**src/rtl/mpi_allreduce_seq.sv**
```systemverilog
// Host-side sequencer for the MPI allreduce engine: runs a batch of iterations,
// pulses the engine start bit per iteration and keeps cycle statistics.
module mpi_allreduce_seq #(
  parameter int unsigned START_HOLD = 4,
  parameter int unsigned MIN_GAP    = 2
) (
  input  logic              clk,
  input  logic              rstn,
  input  logic [15:0][31:0] host_reg,
  output logic [7:0][31:0]  host_status,
  output logic [15:0][31:0] control_reg,
  input  logic [3:0][31:0]  status_reg,
  output logic [2:0]        state_dbg
);

  localparam logic [31:0] HOLD_LAST = 32'(START_HOLD - 1);
  localparam logic [31:0] GAP_MIN   = 32'(MIN_GAP);
  localparam logic [31:0] CYC_MAX   = '1;

  typedef enum logic [2:0] {
    S_IDLE, S_LOAD, S_START, S_WAIT, S_GAP, S_DONE, S_ERR
  } state_t;

  state_t state;

  logic run_q, run_p, abort_q, abort_p;
  logic send_q, send_p, reduce_q, reduce_p;
  logic run_rise, abort_rise, send_rise, reduce_rise;
  logic send_hit, reduce_hit;

  logic [10:0][31:0] data_q;
  logic              start;
  logic [31:0]       n_q, t_q, gap_q;
  logic [31:0]       hold_cnt, gap_cnt, cyc, cyc_next;
  logic              send_seen, reduce_seen;
  logic              busy, done, tmo, aborted;
  logic [31:0]       iters_q, last_q, min_q, max_q, fail_q;
  logic [63:0]       total_q;

  logic unused_bits;
  assign unused_bits = ^{status_reg[3:2], status_reg[1][31:1], status_reg[0][31:1],
                         host_reg[15:14], host_reg[4][31:2]};

  // Edges are taken between the single input register and its history bit.
  assign run_rise    = run_q & ~run_p;
  assign abort_rise  = abort_q & ~abort_p;
  assign send_rise   = send_q & ~send_p;
  assign reduce_rise = reduce_q & ~reduce_p;
  assign send_hit    = send_seen | send_rise;
  assign reduce_hit  = reduce_seen | reduce_rise;
  assign cyc_next    = (cyc == CYC_MAX) ? cyc : cyc + 32'd1;
  assign state_dbg   = state;

  always_comb begin
    control_reg       = '0;
    control_reg[10:0] = data_q;
    control_reg[4]    = {31'd0, start};
  end

  always_comb begin
    host_status         = '0;
    host_status[0][3:0] = {aborted, tmo, done, busy};
    host_status[1]      = iters_q;
    host_status[2]      = last_q;
    host_status[3]      = total_q[31:0];
    host_status[4]      = total_q[63:32];
    host_status[5]      = min_q;
    host_status[6]      = max_q;
    host_status[7]      = fail_q;
  end

  always_ff @(posedge clk or negedge rstn) begin
    if (!rstn) begin
      state       <= S_IDLE;
      run_q       <= 1'b0;
      run_p       <= 1'b0;
      abort_q     <= 1'b0;
      abort_p     <= 1'b0;
      send_q      <= 1'b0;
      send_p      <= 1'b0;
      reduce_q    <= 1'b0;
      reduce_p    <= 1'b0;
      data_q      <= '0;
      start       <= 1'b0;
      n_q         <= '0;
      t_q         <= '0;
      gap_q       <= '0;
      hold_cnt    <= '0;
      gap_cnt     <= '0;
      cyc         <= '0;
      send_seen   <= 1'b0;
      reduce_seen <= 1'b0;
      busy        <= 1'b0;
      done        <= 1'b0;
      tmo         <= 1'b0;
      aborted     <= 1'b0;
      iters_q     <= '0;
      last_q      <= '0;
      total_q     <= '0;
      min_q       <= '0;
      max_q       <= '0;
      fail_q      <= '0;
    end else begin
      run_q    <= host_reg[4][0];
      run_p    <= run_q;
      abort_q  <= host_reg[4][1];
      abort_p  <= abort_q;
      send_q   <= status_reg[0][0];
      send_p   <= send_q;
      reduce_q <= status_reg[1][0];
      reduce_p <= reduce_q;

      if (abort_rise && state != S_IDLE && state != S_DONE) begin
        // Statistics are left as they stand so the host can inspect partial progress.
        start   <= 1'b0;
        busy    <= 1'b0;
        aborted <= 1'b1;
        state   <= S_IDLE;
      end else begin
        case (state)
          S_IDLE: begin
            if (run_rise) state <= S_LOAD;
          end
          S_LOAD: begin
            data_q  <= host_reg[10:0];
            n_q     <= host_reg[11];
            t_q     <= host_reg[12];
            gap_q   <= (host_reg[13] > GAP_MIN) ? host_reg[13] : GAP_MIN;
            iters_q <= '0;
            last_q  <= '0;
            total_q <= '0;
            min_q   <= '1;
            max_q   <= '0;
            fail_q  <= '0;
            tmo     <= 1'b0;
            aborted <= 1'b0;
            done    <= (host_reg[11] == 32'd0);
            busy    <= (host_reg[11] != 32'd0);
            if (host_reg[11] == 32'd0) begin
              state <= S_DONE;
            end else begin
              start       <= 1'b1;
              hold_cnt    <= '0;
              cyc         <= '0;
              send_seen   <= 1'b0;
              reduce_seen <= 1'b0;
              state       <= S_START;
            end
          end
          S_START: begin
            cyc         <= cyc_next;
            send_seen   <= send_hit;
            reduce_seen <= reduce_hit;
            if (hold_cnt == HOLD_LAST) begin
              start <= 1'b0;
              state <= S_WAIT;
            end else begin
              hold_cnt <= hold_cnt + 32'd1;
            end
          end
          S_WAIT: begin
            cyc         <= cyc_next;
            send_seen   <= send_hit;
            reduce_seen <= reduce_hit;
            // Completion wins over a timeout landing on the same cycle.
            if (send_hit && reduce_hit) begin
              last_q  <= cyc;
              total_q <= total_q + {32'd0, cyc};
              min_q   <= (cyc < min_q) ? cyc : min_q;
              max_q   <= (cyc > max_q) ? cyc : max_q;
              iters_q <= iters_q + 32'd1;
              if (iters_q + 32'd1 == n_q) begin
                busy  <= 1'b0;
                done  <= 1'b1;
                state <= S_DONE;
              end else begin
                gap_cnt <= '0;
                state   <= S_GAP;
              end
            end else if (t_q != 32'd0 && cyc == t_q) begin
              tmo    <= 1'b1;
              fail_q <= iters_q;
              busy   <= 1'b0;
              state  <= S_ERR;
            end
          end
          S_GAP: begin
            if (gap_cnt + 32'd1 >= gap_q) begin
              start       <= 1'b1;
              hold_cnt    <= '0;
              cyc         <= '0;
              send_seen   <= 1'b0;
              reduce_seen <= 1'b0;
              state       <= S_START;
            end else begin
              gap_cnt <= gap_cnt + 32'd1;
            end
          end
          S_DONE: begin
            state <= S_IDLE;
          end
          S_ERR: begin
            if (!run_q) state <= S_IDLE;
          end
          default: state <= S_IDLE;
        endcase
      end
    end
  end

endmodule

```
**config.mk**
```make
export PLATFORM = sky130hd
export DESIGN_NAME = mpi_allreduce_seq
export DESIGN_NICKNAME = d
export VERILOG_FILES = /design/src/rtl/mpi_allreduce_seq.sv
export SDC_FILE = /design/constraint.sdc
export NUM_CORES = 2
export LEC_CHECK = 0
export CAP_MARGIN = 20
export CORE_AREA = 2 2 554 556
export CTS_CLUSTER_DIAMETER = 150
export DETAILED_ROUTE_END_ITERATION = 8
export DIE_AREA = 0 0 556 558
export GPL_ROUTABILITY_DRIVEN = 0
export PLACE_DENSITY = 0.35
export SYNTH_ARGS = -nofsm -noshare
export SYNTH_HDL_FRONTEND = slang
export SYNTH_SLANG_ARGS = --single-unit
```
**constraint.sdc**
```tcl
create_clock -name clk -period 8 [get_ports clk]
set_input_delay 0.8 -clock clk [delete_from_list [all_inputs] [get_ports clk]]
set_output_delay 0.8 -clock clk [all_outputs]
set_load 0.02 [all_outputs]
```
==> PnR_summary.wiki <==
{| class="wikitable"
! Metric !! Value
|-
| Pwr per Cell Area || approximately 340 nW/um2
|-
| Crit-path max FO || 13
|-
| Post-route clock skew || 0.0577 ns
|-
| Width of the die || approximately 560 um
|-
| Routed wire length || around 200000 um
|-
| Number of global-route vias before repair || 34400
|-
| Leakage power of the design || about 25 nW
|-
| CTS resizes || 0
|-
| Number of ports placed on the die boundary || ~1400
|-
| Hold Fails Final Rpt || 0
|-
| Number of flops mapped to enable cells by yosys || 0
|-
| Number of optimization iterations in the first detailed-route pass || 5
|-
| Final count of negative-setup-slack endpoints || 0
|-
| Count of unique library cells instantiated by Yosys || 84
|-
| Via density per instance || around 3.6
|-
| DR vias || 33800
|-
| Detailed Place HPWL || around 160000 um
|-
| Top cell by count, worst path || nand3_1
|-
| Unrepaired setup endpoints after global routing || no
|-
| Clk sink count || about 750
|-
| Core Footprint || around 300000 um2
|-
| Fraction of layout instances using a drive strength above 1 || ~5.5%
|-
| Number of synthesized register bits || about 750
|-
| Die height || approximately 560 um
|-
| Initial DRC count || ~1900
|-
| Endpoint type of the worst setup path || register
|-
| Initial standard-cell utilization of the core || around an eighth
|-
| Die area || between 300000 and 400000 um2
|-
| Final max-slew violation count || 0
|-
| Dominant synthesized flop cell || dfrtp_1
|-
| Period Utilization, post-route || approximately four fifths
|-
| Share of synthesized flip-flops with an asynchronous set or reset || 100%
|-
| Run status || finished, final reports clean
|-
| Class of the tightest hold or removal check || register to register
|-
| Slew of the pin with the lowest slew margin || roughly 1.3 ns
|-
| Antenna Nets Post-Route || 0
|-
| DRC violation count after routing || 0
|-
| Number of buffers created by CTS || 110
|-
| Crit path from || gap_cnt[2]
|-
| Floorplan row count || 203
|-
| Max Cap Violations || 0
|-
| Layout net count || ~6000
|-
| Post-cts hold buffer count || 1
|-
| Mean instance size in the synthesized netlist || between 8 and 9 um2
|-
| Synth Instances || roughly 4300
|-
| Clock-pin transition on the worst setup and hold timing paths || ~0.06 ns
|-
| CTS tree || done
|-
| All-layer global routing usage || 12.7%
|-
| Launching point of the worst reg2reg path || gap_cnt[2]
|-
| Number of antenna violations at the first check in global routing || 32
|-
| Fill count || ~34000
|-
| Number of port buffers || between 900 and 1000
|-
| Signal arrival time at the worst endpoint || approximately 7.1 ns
|-
| End-of-flow core utilization || a little under a fifth
|-
| Setup TNS || 0 ns
|-
| CP startpoint kind || register
|-
| Launch point of the worst hold path || send_q
|-
| Crit-path leading delay family || simple AND/OR/NAND/NOR gates
|-
| Level count of the clock H-tree || 3
|-
| Period minus WS final || 6.40 ns
|-
| Max_slew headroom || between 10% and 20%
|-
| First-pass GRT wire length || 280000 um
|-
| Post-CTS Setup Repair Bufs || 0
|-
| Yosys Warn Count || 0
|-
| Fraction of the yosys area taken by sequential cells || between 40% and 50%
|-
| Root buffer selected by CTS || clkbuf_16
|-
| Maximum number of pins on one net before global-route repair || 171
|-
| Bufs and invs on worst path || 1
|-
| Max FFs per register || 320
|-
| Area of the mapped netlist || around 38000 um2
|-
| VDD IR max || approximately 0.2 mV
|-
| Total global routing overflow || 0
|-
| Sequence of cells on the critical path || nand3_1 -> nor4_1 -> and4_1 -> nand2_1 -> nor2_1 -> nand3_1 -> and2_1 -> or2_2 -> ha_1 -> nand4_1 -> nor3_1 -> nor4b_1 -> nor2_1 -> nor3_1 -> buf_4 -> nand3_1 -> or4_1 -> nand2_1
|-
| Slowest library cell on the worst path || nor4b_1
|-
| Routed wire length per instance || roughly 22 um
|-
| Area growth syn-to-layout || 45.6%
|-
| Clock latency on the worst-skew pair || 0.84 ns
|-
| Fmax || between 0.15 and 0.2 GHz
|-
| Buffer levels on the longest clock path || 4
|-
| Worst EP required || between 8 and 9 ns
|-
| Crit Path Category || register to register
|-
| Max incr delay on CP || around 0.86 ns
|}
[metal layers]
layer | track usage, % | share of wire (%)
met5 | 0 | 0.043
met4 | 2.45 | 1.7
met3 | 4.28 | 7.9
met2 | 21.4 | 48
met1 | 15.6 | 42
[through the flow]
| step | hold WS (ns) | worst slack, ns | power (mW) | cell area, um2 | instances |
|---|---|---|---|---|---|
| 3_5_place_dp | 0.394 | 1.53 | 13.9 | 51800 | 9123 |
| 4_1_cts | 0.349 | 1.50 | 19.2 | 55500 | 9315 |
| 2_1_floorplan | 0.347 | 3.06 | 9.51 | 38900 | 4532 |
| 5_1_grt | 0.384 | 1.09 | 20.0 | 55500 | 9317 |
| 6_report | 0.369 | 1.60 | 18.7 | 55500 | 9321 |
| 3_3_place_gp | 0.390 | 1.57 | 13.9 | 51800 | 9123 |
[report_power, final]
part / switching [mW] / internal (mW) / total (mW)
Sequential: 0.989 / 4.98 / 5.97
Combinational: 4.91 / 2.74 / 7.65
Clock: 1.99 / 3.07 / 5.06
[final cells by class]
type / instances / area [um2] / area share (%)
well taps: 3997 / 5000 / 9.01
diodes: 5 / 12.5 / 0.0226
inverters: 128 / 480 / 0.866
clock inverters: 29 / 399 / 0.719
clock buffers: 162 / 3250 / 5.86
flip-flops and latches: 754 / 18900 / 34.0
repair buffers: 1043 / 10400 / 18.8
multi-input cells: 3203 / 17100 / 30.8
[cell usage after synthesis (72+ instances only)]
cell type	count	area share (%)
a21oi_1	98	1.3
a22o_1	95	2.2
buf_4	230	4.5
clkbuf_1	195	1.9
dfrtp_1	754	50
ha_1	131	4.3
inv_1	128	1.3
nand2_1	1408	14
nand3_1	80	1.1
nor2_1	216	2.1
o21ai_0	236	3.1
xnor2_1	72	1.7
xor2_1	109	2.5
[layout by cell type (no fill, tap or decap), types with 19 or more instances in the layout]
master,netlist,final
nand2_1,1408,1404
clkdlybuf4s50_1,0,972
dfrtp_1,754,754
o21ai_0,236,236
conb_1,1,219
nor2_1,216,211
ha_1,131,131
inv_1,128,128
clkbuf_16,0,111
xor2_1,109,109
a21oi_1,98,97
a22o_1,95,95
nand3_1,80,80
xnor2_1,72,72
buf_4,230,58
nand4_1,53,53
nor4_1,53,52
and3_1,44,44
mux2i_1,39,39
o31ai_1,36,36
nor3_1,34,33
nor2b_1,30,30
clkbuf_8,0,28
clkbuf_1,195,23
or3_1,19,19
[final timing paths]
check | end | slack, ns | cells after the start
min in group asynchronous | fail_q[26] | 0.50 | 2
worst min-delay path | send_p | 0.37 | 0
worst min register to register | send_p | 0.37 | 0
worst max register to register | cyc[22] | 1.60 | 18
max in group asynchronous | control_reg[314] | 5.53 | 4
worst max-delay path | cyc[22] | 1.60 | 18
[worst reg2reg max path: stages (launching register included)]
cell and delay [ns]:
dfrtp_1 0.42, nand3_1 0.17, nor4_1 0.69, and4_1 0.42, nand2_1 0.16, nor2_1 0.35
nand3_1 0.16, and2_1 0.19, or2_2 0.29, ha_1 0.30, nand4_1 0.20, nor3_1 0.34
nor4b_1 0.86, nor2_1 0.42, nor3_1 0.28, buf_4 0.23, nand3_1 0.23, or4_1 0.48
nand2_1 0.09
[cell families (layout without fill, tap and decap cells)]
group / after synthesis / count (layout) / synth area share (%)
flip-flops: 754 / 754 / 49.5
AND/OR/NAND/NOR: 2025 / 2025 / 22.7
other: 1 / 224 / 0.00984
adder cells (fa/ha/maj): 132 / 132 / 4.35
XOR/XNOR: 181 / 181 / 4.16
multiplexers: 40 / 40 / 1.05
AO/OA/AOI/OAI: 606 / 606 / 10.2
buffers and inverters: 575 / 1362 / 8.02
No activity file was read; power rests on OpenSTA's default activity.
